## src/rtl/rx_commit_fifo.sv

```systemverilog
// rtl/rx_commit_fifo.sv - payload buffer that exposes a frame only after its CRC verdict
module rx_commit_fifo #(
    parameter int DATA_W = 8,
    parameter int DEPTH  = 64,
    parameter int CNT_W  = 8
) (
    input  logic                       i_clk,
    input  logic                       i_rst,
    input  logic [DATA_W-1:0]          i_pyld_data,
    input  logic                       i_pyld_valid,
    output logic                       o_pyld_ready,
    input  logic                       i_crc_err,
    input  logic                       i_crc_err_valid,
    input  logic                       i_arq_en,
    input  logic                       i_arq_en_valid,
    output logic [DATA_W-1:0]          o_data,
    output logic                       o_valid,
    input  logic                       i_ready,
    output logic [$clog2(DEPTH):0]     o_level,
    output logic [CNT_W-1:0]           o_drop_cnt,
    output logic [CNT_W-1:0]           o_commit_cnt,
    output logic                       o_overflow
);

    localparam int ADDR_W = $clog2(DEPTH);
    localparam int PTR_W  = ADDR_W + 1;

    localparam logic [PTR_W-1:0] PTR_ONE  = PTR_W'(1);
    localparam logic [PTR_W-1:0] PTR_FULL = PTR_W'(DEPTH);
    localparam logic [CNT_W-1:0] CNT_ONE  = CNT_W'(1);
    localparam logic [CNT_W-1:0] CNT_MAX  = '1;

    // wr_ptr runs ahead with tentative words, cm_ptr marks the verified
    // boundary, rd_ptr trails behind the UART. rd <= cm <= wr at all times.
    logic [PTR_W-1:0]  wr_ptr_q, wr_ptr_d;
    logic [PTR_W-1:0]  cm_ptr_q, cm_ptr_d;
    logic [PTR_W-1:0]  rd_ptr_q, rd_ptr_d;
    logic              arq_mode_q, arq_mode_d;
    logic [CNT_W-1:0]  drop_cnt_q, drop_cnt_d;
    logic [CNT_W-1:0]  commit_cnt_q, commit_cnt_d;
    logic              overflow_q, overflow_d;

    logic [DATA_W-1:0] mem_q [DEPTH];

    logic              accept;
    logic              rd_fire;
    logic              verdict_good;
    logic              verdict_bad;
    logic              verdict_any;
    logic [PTR_W-1:0]  wr_base;

    // Handshakes, verdict decoding and next-state for pointers, counters and flags
    always_comb begin
        o_pyld_ready = ~i_rst && ((wr_ptr_q - rd_ptr_q) != PTR_FULL);
        o_valid      = (cm_ptr_q != rd_ptr_q);
        o_data       = mem_q[rd_ptr_q[ADDR_W-1:0]];
        o_level      = cm_ptr_q - rd_ptr_q;
        o_drop_cnt   = drop_cnt_q;
        o_commit_cnt = commit_cnt_q;
        o_overflow   = overflow_q;

        accept       = i_pyld_valid && o_pyld_ready;
        rd_fire      = o_valid && i_ready;
        verdict_any  = i_crc_err_valid;
        verdict_good = arq_mode_q && i_crc_err_valid && !i_crc_err;
        verdict_bad  = arq_mode_q && i_crc_err_valid &&  i_crc_err;

        // A bad verdict rewinds the write pointer first, so a word arriving in
        // the same cycle lands where the discarded frame started and opens the
        // next frame.
        wr_base  = verdict_bad ? cm_ptr_q : wr_ptr_q;
        wr_ptr_d = accept ? (wr_base + PTR_ONE) : wr_base;

        // A good verdict commits only words written before this cycle; in
        // pass-through every accepted word (and any leftover tentative data)
        // commits on the same edge.
        cm_ptr_d = cm_ptr_q;
        if (verdict_good) begin
            cm_ptr_d = wr_ptr_q;
        end
        if (!arq_mode_q && accept) begin
            cm_ptr_d = wr_ptr_q + PTR_ONE;
        end

        rd_ptr_d = rd_fire ? (rd_ptr_q + PTR_ONE) : rd_ptr_q;

        arq_mode_d = i_arq_en_valid ? i_arq_en : arq_mode_q;

        // Pass-through verdicts count as commits whatever the CRC said.
        commit_cnt_d = commit_cnt_q;
        if ((verdict_good || (!arq_mode_q && verdict_any)) && (commit_cnt_q != CNT_MAX)) begin
            commit_cnt_d = commit_cnt_q + CNT_ONE;
        end
        drop_cnt_d = drop_cnt_q;
        if (verdict_bad && (drop_cnt_q != CNT_MAX)) begin
            drop_cnt_d = drop_cnt_q + CNT_ONE;
        end

        // Flag the edge on which the tentative region occupies every slot.
        overflow_d = overflow_q || ((wr_ptr_d - cm_ptr_d) == PTR_FULL);
    end

    // Control state with asynchronous reset
    always_ff @(posedge i_clk or posedge i_rst) begin
        if (i_rst) begin
            wr_ptr_q     <= '0;
            cm_ptr_q     <= '0;
            rd_ptr_q     <= '0;
            arq_mode_q   <= 1'b1;
            drop_cnt_q   <= '0;
            commit_cnt_q <= '0;
            overflow_q   <= 1'b0;
        end else begin
            wr_ptr_q     <= wr_ptr_d;
            cm_ptr_q     <= cm_ptr_d;
            rd_ptr_q     <= rd_ptr_d;
            arq_mode_q   <= arq_mode_d;
            drop_cnt_q   <= drop_cnt_d;
            commit_cnt_q <= commit_cnt_d;
            overflow_q   <= overflow_d;
        end
    end

    // Payload storage; contents need no reset because pointers gate visibility
    always_ff @(posedge i_clk) begin
        if (accept) begin
            mem_q[wr_base[ADDR_W-1:0]] <= i_pyld_data;
        end
    end

endmodule

```

## config.mk

```make
export PLATFORM = sky130hd
export DESIGN_NAME = rx_commit_fifo
export DESIGN_NICKNAME = d
export VERILOG_FILES = /design/src/rtl/rx_commit_fifo.sv
export SDC_FILE = /design/constraint.sdc
export NUM_CORES = 1
export LEC_CHECK = 0
export CAP_MARGIN = 20
export CORE_MARGIN = 4
export CORE_UTILIZATION = 50
export CTS_CLUSTER_DIAMETER = 40
export CTS_CLUSTER_SIZE = 28
export DETAILED_ROUTE_END_ITERATION = 8
export PLACE_DENSITY = 0.74
export SYNTH_ARGS = -nofsm -noshare
export SYNTH_HDL_FRONTEND = slang
export SYNTH_SLANG_ARGS = --single-unit
```

## constraint.sdc

```tcl
create_clock -name i_clk -period 4.18 [get_ports i_clk]
set_input_delay 0.836 -clock i_clk [delete_from_list [all_inputs] [get_ports i_clk]]
set_output_delay 0.836 -clock i_clk [all_outputs]
set_load 0.05 [all_outputs]
```

==> results.md <==
- DIE WIDTH: about 220 um
- Starting DRT DRC Count: 1665
- Clk Latency, worst-skew pair: 640 ps
- Top Metal Used: met4
- Endpoint, Worst Hold: o_overflow$_DFF_PP0_
- # rows: 77
- Crit path cell chain: buf_4 > buf_16 > mux4_2 > mux4_2 > mux4_2 > buf_6
- P&R area growth vs syn: 21.1%
- Seq/Total Area, Yosys: 0.734
- Vias in the first global route: 12000
- Hold crit path type: reg -> reg
- Max_cap viols: 0
- P_leak: 9.10 nW
- Synth warn: 0
- Die Area: 0.0480 mm^2
- Post-synth cell types: 52
- Deepest clock path buffer count: 3
- First-pass GRT wire length: 82.0 mm
- Post-DP Area: 0.0241 mm^2
- Remaining DRCs: 0
- Initial core utilization: 0.505
- Reg-to-Reg End: o_overflow$_DFF_PP0_
- Nature of the critical path endpoint: output port
- CP max stage delay: 560 ps
- R2R Path Start: rd_ptr_q[0]$_DFFE_PP0P_
- Final HPWL DP: 30.6 mm
- Mux cell area share after synthesis: 0.175
- Required @ worst endpoint: 3340 ps
- Core Footprint: between 0.04 and 0.05 mm^2
- Wirelength per Cell: 29.2 um
- Asr flop ratio synth: 0.0708
- # setup viols final: 3
- Worst Tran Pin Value: 717 ps
- TritonCTS Buffers: 61
- Adder-Cell Fraction of Synth Area: 0.0138
- GPL Wtd Cong: 0.828
- Final hold viol count: 0
- Initial antenna violation count: 0
- ANT cells: 0
- Hold Path Stages: 1
- Outcome: complete, but fails checks
- Clock-pin slew on the worst setup and hold paths: 70 ps
- Ys flop type: edfxtp_1
- Peak supply drop: 0.750 mV
- H-tree level count: 2
- Detail Route Antenna Nets: 0
- Final instance area: 0.0270 mm^2
- Post-Synth XOR/XNOR Area: 0.0144
- Hold WS: 474 ps
- Syn avg cell area: between 20 and 25 um^2
- Largest family of logic cells by synthesized area: multiplexers
- Post-synthesis cell area: 0.0223 mm^2
- # clock sinks: 551
- Synth Area in Compound Gates: 0.0143
- Detailed Routing Iterations Pass 1: 5
- RSZ-0062 raised after global routing: yes
- Fraction of layout cells with a size suffix above 1: 0.342
- Final critical-path share of the clock period: 1.00
- CP max FO: 12
- Layout Nets: approximately 1300
- Pwr per Cell Area: 743 mW/mm^2
- Post-Synth Simple-Gate Area: 0.0369
- Final Max Slew Viols: 0
- Clock root cell: clkbuf_16
- Worst setup SP type: flop
- CP top delay family: multiplexers
- Via/cell ratio: between 6 and 7
- GRT Total Usage: 0.237
- Met2 WL: around 29 mm
- R2R setup slack: 220 ps
- Register bit total from synthesis: 551
- DRT Wirelength: 56.0 mm
- Fillers: 3026
- Routed vias: between 10000 and 15000
- Crit path depth: 6
- Met3 wire len: 4.76 mm
- Hold wc startpoint: o_overflow$_DFF_PP0_
- Crit path buffers/inverters: 3
- Worst relative slew slack: 0.522
- Ports: 50
- Met1 wire length: 20.9 mm
- Cells after synthesis: between 1000 and 1500
- Final worst slack: -6.93 ps
- Critical Path AT: 3350 ps
- Slowest stage cell, crit path: mux4_2
- Post-route minimum period: 4190 ps
- Failing checks: setup timing
- CTS tree: yes
- Final Total Pwr: 0.0200 W
- I/O Buffers: 49
- Most used cell along the critical path: mux4_2
- Global route total overflow: 0
- Critical path class: reg -> out
- Max frequency: ~0.24 GHz
- Number of hold buffers added after cts: 0
- Setup Skew: roughly 32 ps
- Vert. Die Dim: 219 um
- Post-synth EDFFs: 512
- Largest net degree at the start of global routing: between 60 and 70
- Post-synthesis net count: 1115
- Worst Reg2Reg Path Length in Cells: 17
## worst max-delay path by stage
| stage | startpoint | endpoint | slack [ps] |
|---|---|---|---|
| after global routing | rd_ptr_q[0]$_DFFE_PP0P_ | o_data[3] | -60 |
| after floorplan | rd_ptr_q[1]$_DFFE_PP0P_ | o_overflow$_DFF_PP0_ | 40 |
| after global placement | i_crc_err_valid | o_overflow$_DFF_PP0_ | 120 |
| after detailed placement | i_crc_err_valid | o_overflow$_DFF_PP0_ | -40 |
| final | rd_ptr_q[0]$_DFFE_PP0P_ | o_data[6] | -7 |
| after CTS | rd_ptr_q[0]$_DFFE_PP0P_ | o_data[6] | -8 |
## report_power, final
part	switching, W	total (W)	internal [W]
Sequential	0.000249	0.00652	0.00628
Clock	0.00253	0.00552	0.00298
Combinational	0.00434	0.00800	0.00366
## cell usage in the layout (no fill, tap or decap), types with 5 or more instances in the layout
cell type / n
a21o_1: 5
a21oi_1: 6
and3_1: 7
buf_12: 12
buf_16: 15
buf_2: 8
buf_4: 103
buf_8: 6
clkbuf_16: 63
clkdlybuf4s50_1: 26
clkinv_1: 5
clkinv_8: 9
dfrtp_1: 36
edfxtp_1: 512
ha_1: 22
inv_1: 21
inv_6: 10
inv_8: 12
mux2i_1: 6
mux4_2: 168
nand2_1: 35
nand3_1: 14
nand4_1: 9
nor2_1: 84
nor2b_1: 5
o21ai_0: 7
xnor2_1: 23
xor2_1: 11
## sequential cells by signal (all words and copies together), names as in the netlist
name / flops
o_overflow: 1
o_drop_cnt: 8
cm_ptr_q: 7
arq_mode_q: 1
wr_ptr_q: 7
mem_q: 512
rd_ptr_q: 7
o_commit_cnt: 8
## per-layer routing
layer / global-route usage / vias to the layer above
li1: - / 4858
met4: 0.0777 / 0
met2: 0.396 / 674
met3: 0.0417 / 112
met1: 0.323 / 6181
met5: 0 / -
## final cells by class
| type | count | area [um^2] | share of cell area |
|---|---|---|---|
| clock buffer | 63 | 1530 | 0.0568 |
| sequential | 551 | 16400 | 0.606 |
| clock inverter | 52 | 596 | 0.0221 |
| tap | 592 | 741 | 0.0274 |
| inverter | 23 | 86.3 | 0.00320 |
| timing repair buffer | 178 | 1960 | 0.0725 |
| multi-input combinational | 459 | 5720 | 0.212 |
## kinds of logic after synthesis
group,count (synthesis)
buf+inv,65
flops,551
simple gates,180
fa+ha+maj,24
compound gates,42
mux,178
xor+xnor,35
## repair_timing
action,in CTS,in global routing
gates resized for setup,32,10
pin swaps,0,1
buffers inserted,11,1
cloned,12,2
endpoints found under the setup margin,9,10
## synthesized netlist by cell type, types with 3 or more instances
master,number,area [um^2]
edfxtp_1,512,15400
mux4_2,168,3780
nor2_1,85,319
dfrtp_1,38,951
nand2_1,35,131
ha_1,23,288
xnor2_1,23,201
clkbuf_1,22,82.6
inv_1,21,78.8
nand3_1,14,70.1
xor2_1,11,96.3
buf_2,10,50.1
nand4_1,9,56.3
o21ai_0,9,45.0
buf_1,8,30.0
a21oi_1,7,35.0
and3_1,7,43.8
mux2i_1,6,60.1
nor3_1,6,30.0
a21o_1,5,37.5
nor2b_1,5,31.3
mux2_2,4,45.0
nand2b_1,4,25.0
and2_1,3,18.8
o211ai_1,3,22.5
o221ai_1,3,26.3
or3_1,3,18.8
## stage by stage
stage,worst slack [ps],util,cells,setup TNS (ps)
after floorplan,39.8,-,1075,0
after global placement,121,0.546,1774,0
after detailed placement,-35.5,0.546,1774,-35.5
after CTS,-8.15,0.607,1911,-29.4
after global routing,-57.2,0.612,1918,-300
final,-6.93,0.612,1918,-14.4
Power figures use the tool's default switching activity.
